<file path="src/rtl/edge_detect_moore_mc_pkg.sv">
// Shared types for the multi-channel Moore edge detector.
// FSM state encoding and runtime edge-mode encoding.
package edge_detect_pkg;

  typedef enum logic [1:0] {
    S_LO   = 2'b00,
    S_RISE = 2'b01,
    S_HI   = 2'b10,
    S_FALL = 2'b11
  } state_t;

  typedef enum logic [1:0] {
    EM_RISE = 2'b00,
    EM_FALL = 2'b01,
    EM_BOTH = 2'b10,
    EM_OFF  = 2'b11
  } edge_mode_t;

endpackage

</file>
<file path="src/rtl/edge_detect_moore_mc_if.sv">
// Bus bundle of the edge detector: in/mode/cnt_clr toward the block,
// out/edge_cnt/dbg_state from it. master = driver side, slave = detector.
interface edge_detect_moore_mc_if #(
  parameter int N_CH  = 4,
  parameter int CNT_W = 8
);

  logic [N_CH-1:0]       in;
  logic [1:0]            mode;
  logic                  cnt_clr;
  logic [N_CH-1:0]       out;
  logic [N_CH*CNT_W-1:0] edge_cnt;
  logic [2*N_CH-1:0]     dbg_state;

  modport master (
    output in, mode, cnt_clr,
    input  out, edge_cnt, dbg_state
  );

  modport slave (
    input  in, mode, cnt_clr,
    output out, edge_cnt, dbg_state
  );

endinterface

</file>
<file path="src/rtl/edge_detect_moore_mc_chan.sv">
// One channel: debounce filter, 4-state Moore FSM, saturating counter.
// in_i raw level, mode_i registered mode, clr_i counter clear; pulse/cnt/state out.
module edge_detect_chan
  import edge_detect_pkg::*;
#(
  parameter int DEB_CYCLES = 0,
  parameter int CNT_W      = 8
) (
  input  logic             clk_i,
  input  logic             rst_i,
  input  logic             in_i,
  input  edge_mode_t       mode_i,
  input  logic             clr_i,
  output logic             pulse_o,
  output logic [CNT_W-1:0] cnt_o,
  output state_t           state_o
);

  localparam logic [CNT_W-1:0] CNT_MAX = '1;

  logic             filt;
  state_t           state_q, state_d;
  logic [CNT_W-1:0] cnt_q, cnt_d;

  generate
    if (DEB_CYCLES == 0) begin : g_bypass
      assign filt = in_i;
    end else begin : g_deb
      localparam int DW =
        (DEB_CYCLES > 1) ? $clog2(DEB_CYCLES) : 1;
      localparam logic [DW-1:0] LAST = DW'(DEB_CYCLES - 1);

      logic          filt_q, filt_d;
      logic [DW-1:0] deb_q, deb_d;

      // Any sample matching the accepted level restarts the run.
      always_comb begin
        filt_d = filt_q;
        deb_d  = '0;
        if (in_i != filt_q) begin
          if (deb_q == LAST) filt_d = in_i;
          else               deb_d  = deb_q + DW'(1);
        end
      end

      always_ff @(posedge clk_i) begin
        if (rst_i) begin
          filt_q <= 1'b0;
          deb_q  <= '0;
        end else begin
          filt_q <= filt_d;
          deb_q  <= deb_d;
        end
      end

      assign filt = filt_q;
    end
  endgenerate

  always_ff @(posedge clk_i) begin
    if (rst_i) state_q <= S_LO;
    else       state_q <= state_d;
  end

  always_comb begin
    state_d = state_q;
    unique case (state_q)
      S_LO:   state_d = filt ? S_RISE : S_LO;
      S_RISE: state_d = filt ? S_HI   : S_FALL;
      S_HI:   state_d = filt ? S_HI   : S_FALL;
      S_FALL: state_d = filt ? S_RISE : S_LO;
      default: state_d = S_LO;
    endcase
  end

  always_comb begin
    pulse_o = 1'b0;
    unique case (1'b1)
      (state_q == S_RISE):
        pulse_o = (mode_i == EM_RISE) || (mode_i == EM_BOTH);
      (state_q == S_FALL):
        pulse_o = (mode_i == EM_FALL) || (mode_i == EM_BOTH);
      default: pulse_o = 1'b0;
    endcase
  end

  // Clear takes priority over a same-cycle pulse.
  always_comb begin
    cnt_d = cnt_q;
    if (clr_i)
      cnt_d = '0;
    else if (pulse_o && cnt_q != CNT_MAX)
      cnt_d = cnt_q + CNT_W'(1);
  end

  always_ff @(posedge clk_i) begin
    if (rst_i) cnt_q <= '0;
    else       cnt_q <= cnt_d;
  end

  assign cnt_o   = cnt_q;
  assign state_o = state_q;

endmodule

</file>
<file path="src/rtl/edge_detect_moore_mc.sv">
// Multi-channel Moore edge detector top: registers mode, fans out channels.
// clk/rst plain; bus (slave) carries in/mode/cnt_clr and out/edge_cnt/dbg_state.
module edge_detect_moore_mc
  import edge_detect_pkg::*;
#(
  parameter int N_CH       = 4,
  parameter int DEB_CYCLES = 0,
  parameter int CNT_W      = 8
) (
  input  logic                  clk,
  input  logic                  rst,
  edge_detect_moore_mc_if.slave bus
);

  edge_mode_t mode_q, mode_d;

  logic [N_CH-1:0]       pulse;
  logic [N_CH*CNT_W-1:0] cnt;
  logic [2*N_CH-1:0]     dbg;

  assign mode_d = edge_mode_t'(bus.mode);

  always_ff @(posedge clk) begin
    if (rst) mode_q <= EM_RISE;
    else     mode_q <= mode_d;
  end

  generate
    for (genvar i = 0; i < N_CH; i++) begin : g_ch
      state_t st;

      edge_detect_chan #(
        .DEB_CYCLES (DEB_CYCLES),
        .CNT_W      (CNT_W)
      ) u_chan (
        .clk_i   (clk),
        .rst_i   (rst),
        .in_i    (bus.in[i]),
        .mode_i  (mode_q),
        .clr_i   (bus.cnt_clr),
        .pulse_o (pulse[i]),
        .cnt_o   (cnt[i*CNT_W +: CNT_W]),
        .state_o (st)
      );

      assign dbg[2*i +: 2] = st;
    end
  endgenerate

  assign bus.out       = pulse;
  assign bus.edge_cnt  = cnt;
  assign bus.dbg_state = dbg;

endmodule

</file>
<file path="src/flat_wrapper.sv">
// flat-port wrapper written by rule: the top's interface ports become plain ports
module edge_detect_moore_mc_flat import edge_detect_pkg::*;
#(
  parameter int N_CH       = 4,
  parameter int DEB_CYCLES = 0,
  parameter int CNT_W      = 8
)
  (clk, rst, bus_in, bus_mode, bus_cnt_clr, bus_out, bus_edge_cnt, bus_dbg_state);
  edge_detect_moore_mc_if #(.N_CH(N_CH), .CNT_W(CNT_W)) bus_i ();
  input  logic clk;
  input  logic rst;
  input wire logic [$bits(bus_i.in)-1:0] bus_in;
  input wire logic [$bits(bus_i.mode)-1:0] bus_mode;
  input wire logic [$bits(bus_i.cnt_clr)-1:0] bus_cnt_clr;
  output wire logic [$bits(bus_i.out)-1:0] bus_out;
  output wire logic [$bits(bus_i.edge_cnt)-1:0] bus_edge_cnt;
  output wire logic [$bits(bus_i.dbg_state)-1:0] bus_dbg_state;
  assign bus_i.in = bus_in;
  assign bus_i.mode = bus_mode;
  assign bus_i.cnt_clr = bus_cnt_clr;
  assign bus_out = bus_i.out;
  assign bus_edge_cnt = bus_i.edge_cnt;
  assign bus_dbg_state = bus_i.dbg_state;
  edge_detect_moore_mc #(.N_CH(N_CH), .DEB_CYCLES(DEB_CYCLES), .CNT_W(CNT_W)) u_core (.clk(clk), .rst(rst), .bus(bus_i));
endmodule
</file>
<file path="config.mk">
export PLATFORM = sky130hd
export DESIGN_NAME = edge_detect_moore_mc_flat
export DESIGN_NICKNAME = d
export VERILOG_FILES = /design/src/rtl/edge_detect_moore_mc_pkg.sv /design/src/rtl/edge_detect_moore_mc_if.sv /design/src/rtl/edge_detect_moore_mc_chan.sv /design/src/rtl/edge_detect_moore_mc.sv /design/src/flat_wrapper.sv
export SDC_FILE = /design/constraint.sdc
export NUM_CORES = 1
export LEC_CHECK = 0
export BUFFER_PORTS_ARGS = -buffer_cell sky130_fd_sc_hd__buf_2
export CORE_AREA = 2 2 72 74
export DETAILED_ROUTE_END_ITERATION = 7
export DIE_AREA = 0 0 74 76
export GPL_TIMING_DRIVEN = 0
export HOLD_SLACK_MARGIN = 0.12
export PLACE_DENSITY = 0.71
export REMOVE_ABC_BUFFERS = 1
export SETUP_SLACK_MARGIN = 0.5
export SLEW_MARGIN = 10
export SYNTH_ARGS = -nofsm -noshare
export SYNTH_HDL_FRONTEND = slang
export SYNTH_SLANG_ARGS = --single-unit
</file>
<file path="constraint.sdc">
create_clock -name clk -period 1.9 [get_ports clk]
set_clock_uncertainty 0.05 [all_clocks]
set_input_delay 0.095 -clock clk [delete_from_list [all_inputs] [get_ports clk]]
set_output_delay 0.095 -clock clk [all_outputs]
set_load 0.02 [all_outputs]
</file>
==> metrics.txt <==
run status=finished, final reports clean; post-synthesis simple-gate area fraction=19.7%; htree depth=2; Starting Density=42.6%; main area contributors after synthesis=dfxtp_1 40%, ha_1 8.4%, mux2i_1 5.7%, nor2_1 5.0%, a211oi_1 3.6%; Critical Path RT=1.75 ns; max_cap viols=0; DRC=0; CTS tree=done; RSZ-0062 raised after global routing=true; Tot GR Track Use=16.4%; most frequent CP cell=buf_6; Final period util=86.1%; gr busiest metal=met2; commonest non-fill, non-tap cell in the layout=buf_2; largest net degree at the start of global routing=33; highest-count cells in the layout ignoring fill and taps=48 x buf_2, 39 x dfxtp_1, 28 x nor2_1; WHS Endpoint=u_core.g_ch[1].u_chan.cnt_o[1]; post-synth top area share=40.2%; Hold Path Class=reg -> reg; wirelength, routed=4800 µm; sequential cell area fraction in the yosys report=40.2%; number of global-route vias before repair=1734; Logic pwr share=39.6%; Rows=26; arrival time at the worst endpoint=1.49 ns; root buffer cell=clkbuf_8; Mapped Cells=231; Psw=0.991 mW; fmax=0.611 GHz; internal power=1.76 mW; xor/xnor share of the synthesized area=3.35%; via count=1960; Synth Warn #=0; Final Slew Violations=0; crit path capture type=output pin; setup ws final=0.265 ns; met2 usage=29.0%; diode count=0; TNS Setup=0 ns; TritonRoute pass-1 iters=4; slowest CP cell=dfxtp_2; drt first-iter violations=47; final setup violation count=0; crit-path max cell delay=0.33 ns; #FFs+latches synth=42; syn_area_per_cell=9.06 µm²; Clock Sinks=42; R2R depth=6; worst-margin pin slew=0.679 ns; r2r endpoint=u_core.g_ch[2].u_chan.cnt_o[7]; wire per inst=12.8 µm; largest family of logic cells by synthesized area=simple AND/OR/NAND/NOR gates; grt total ovfl=0; power per cell area=909 mW/mm²; synthesized area=0.00209 mm²; Setup crit start kind=flop; Die Wd=74 µm; I/O Pins=53; worst slack at placement=0.0530 ns; final count of hold timing violations=0; slew margin rel.=54.7%; Synth Area in Adders=8.37%; met3 global-route usage=2.78%; flop2flop setup slack=0.29 ns; NumNets Final=326; Final ANT Viol Nets=0; port bufs=52; Synth Area in Compound Gates=18.9%; Chip Height=76 µm; switching part of the total=36.0%; latest clock arrival within the worst-skew pair=0.28 ns; Max Root-Sink Buffers=2; Crit Path Max Fanout=5; Pleak=1.14 nW; Worst Hold Depth=2; initial antenna violation count=0; Cell variety after synth=33; Core ar.=0.00491 mm²; routed vias/inst=5.24; clock-pin slew on the worst setup and hold paths=0.08 ns; final core utilization=61.6%; GP Congestion=0.770; share of cells above drive strength 1=37.5%; Tmin final=1.64 ns; Seq pwr share=38.7%; crit path kind=reg -> out; synth-to-layout area growth=44.6%; min-delay src=u_core.g_ch[1].u_chan.cnt_o[1]; worst-case vdd ir drop=0.000825 V; grt met1 use=20.0%; Inserted Clock Buffers=5; Post-DP HPWL=2960 µm; cell taking the most area after synthesis=dfxtp_1; global-route wire length before repair=7540 µm; mux contribution to synthesized area=5.74%; critical path, cell by cell=buf_6, ha_4, o21ai_4, nand2_4, buf_6; worst r2r src=u_core.mode_q[1]; Die ar.=0.00562 mm²; Clock Power Share=21.7%
## registers in the layout (all words and copies together), names as in the netlist
register and cells:
u_core.g_ch.u_chan.cnt_o 32, u_core.g_ch.u_chan.state_o 8, u_core.mode_q 2
## area by class of cell
| type | instances | area, µm² |
|---|---|---|
| tap | 70 | 87.6 |
| inverter | 8 | 30.0 |
| clock inverter | 1 | 5.00 |
| timing repair buffer | 74 | 499 |
| fill | 426 | 1890 |
| multi-input combinational | 172 | 1470 |
| clock buffer | 7 | 86.3 |
| sequential | 42 | 845 |
## synth_stat cells
cell type and instances:
nand3_4 1, a2bb2oi_2 2, o21ai_2 4, xnor2_1 4, a211oi_2 3, o2bb2ai_2 1
or3_1 3, a211oi_1 10, nor3_1 2, buf_4 4, xor2_1 4, inv_1 8
o21ai_0 10, and4_1 1, a31oi_1 6, nor2b_1 5, nand4_1 4, dfxtp_1 42
a21oi_1 13, a311oi_1 2, and3_1 1, or2_2 1, and3b_1 1, nand3_1 15
nor3b_1 1, nor2_1 28, a2111oi_2 1, mux2i_1 12, ha_1 14, and4b_1 2
nand2_1 19, a2bb2oi_1 2, clkbuf_1 5
## worst max-delay path by stage
stage,start,end,slack (ns)
global placement,u_core.mode_q[1],u_core.g_ch[1].u_chan.cnt_o[7],0.07
finish,u_core.mode_q[1],bus_out[2],0.26
detailed placement,u_core.mode_q[1],u_core.g_ch[1].u_chan.cnt_o[7],0.05
global route,u_core.mode_q[1],u_core.g_ch[1].u_chan.cnt_o[5],0.19
CTS,u_core.mode_q[1],u_core.g_ch[1].u_chan.cnt_o[7],0.29
floorplan,u_core.mode_q[1],u_core.g_ch[1].u_chan.cnt_o[7],0.28
## critical path, delay by kind of cell (launching register included)
kind            cells  cell delay [ns]
fa+ha+maj           1             0.19
compound gates      1             0.33
flops               1             0.33
buf+inv             2             0.25
simple gates        1             0.09
## power by group through the flow
stage               logic, mW  registers, mW  clock network (mW)
CTS                     0.998           1.06               0.617
global placement        0.748           1.07                   0
global route             1.18           1.08               0.644
finish                   1.09           1.06               0.597
detailed placement      0.762           1.08                   0
floorplan               0.443           1.18                   0
## metrics by stage
step	power [mW]	cells	instance area (µm²)	hold slack [ns]
detailed placement	1.84	344	2390	0.262
global placement	1.82	344	2390	0.265
finish	2.75	374	3030	0.468
CTS	2.68	368	2860	0.453
floorplan	1.62	222	2040	0.112
global route	2.90	374	3030	0.485
## routing by layer
| layer | share of wire (%) | vias to the layer above | wire [µm] |
|---|---|---|---|
| met5 | 0 | - | 0 |
| met4 | 0.63 | 0 | 30 |
| met3 | 2.7 | 2 | 131 |
| met2 | 52 | 39 | 2500 |
| met1 | 44 | 949 | 2130 |
| li1 | - | 970 | - |
## what timing repair did
item	in CTS	in global routing
hold buffers	9	0
setup endpoints to repair	36	36
pin swaps	32	16
setup buffers	7	6
endpoints found under the hold margin	10	0
resized for setup	48	22
## cells by family after synthesis
kind of cell / after synthesis
DFF: 42
xor gates and xnor gates: 8
buffers and inverters: 17
muxes: 12
AOI/OAI and AO/OA: 54
and+or+nand+nor: 84
adders and majority gates: 14
No activity file was read; power rests on OpenSTA's default activity.
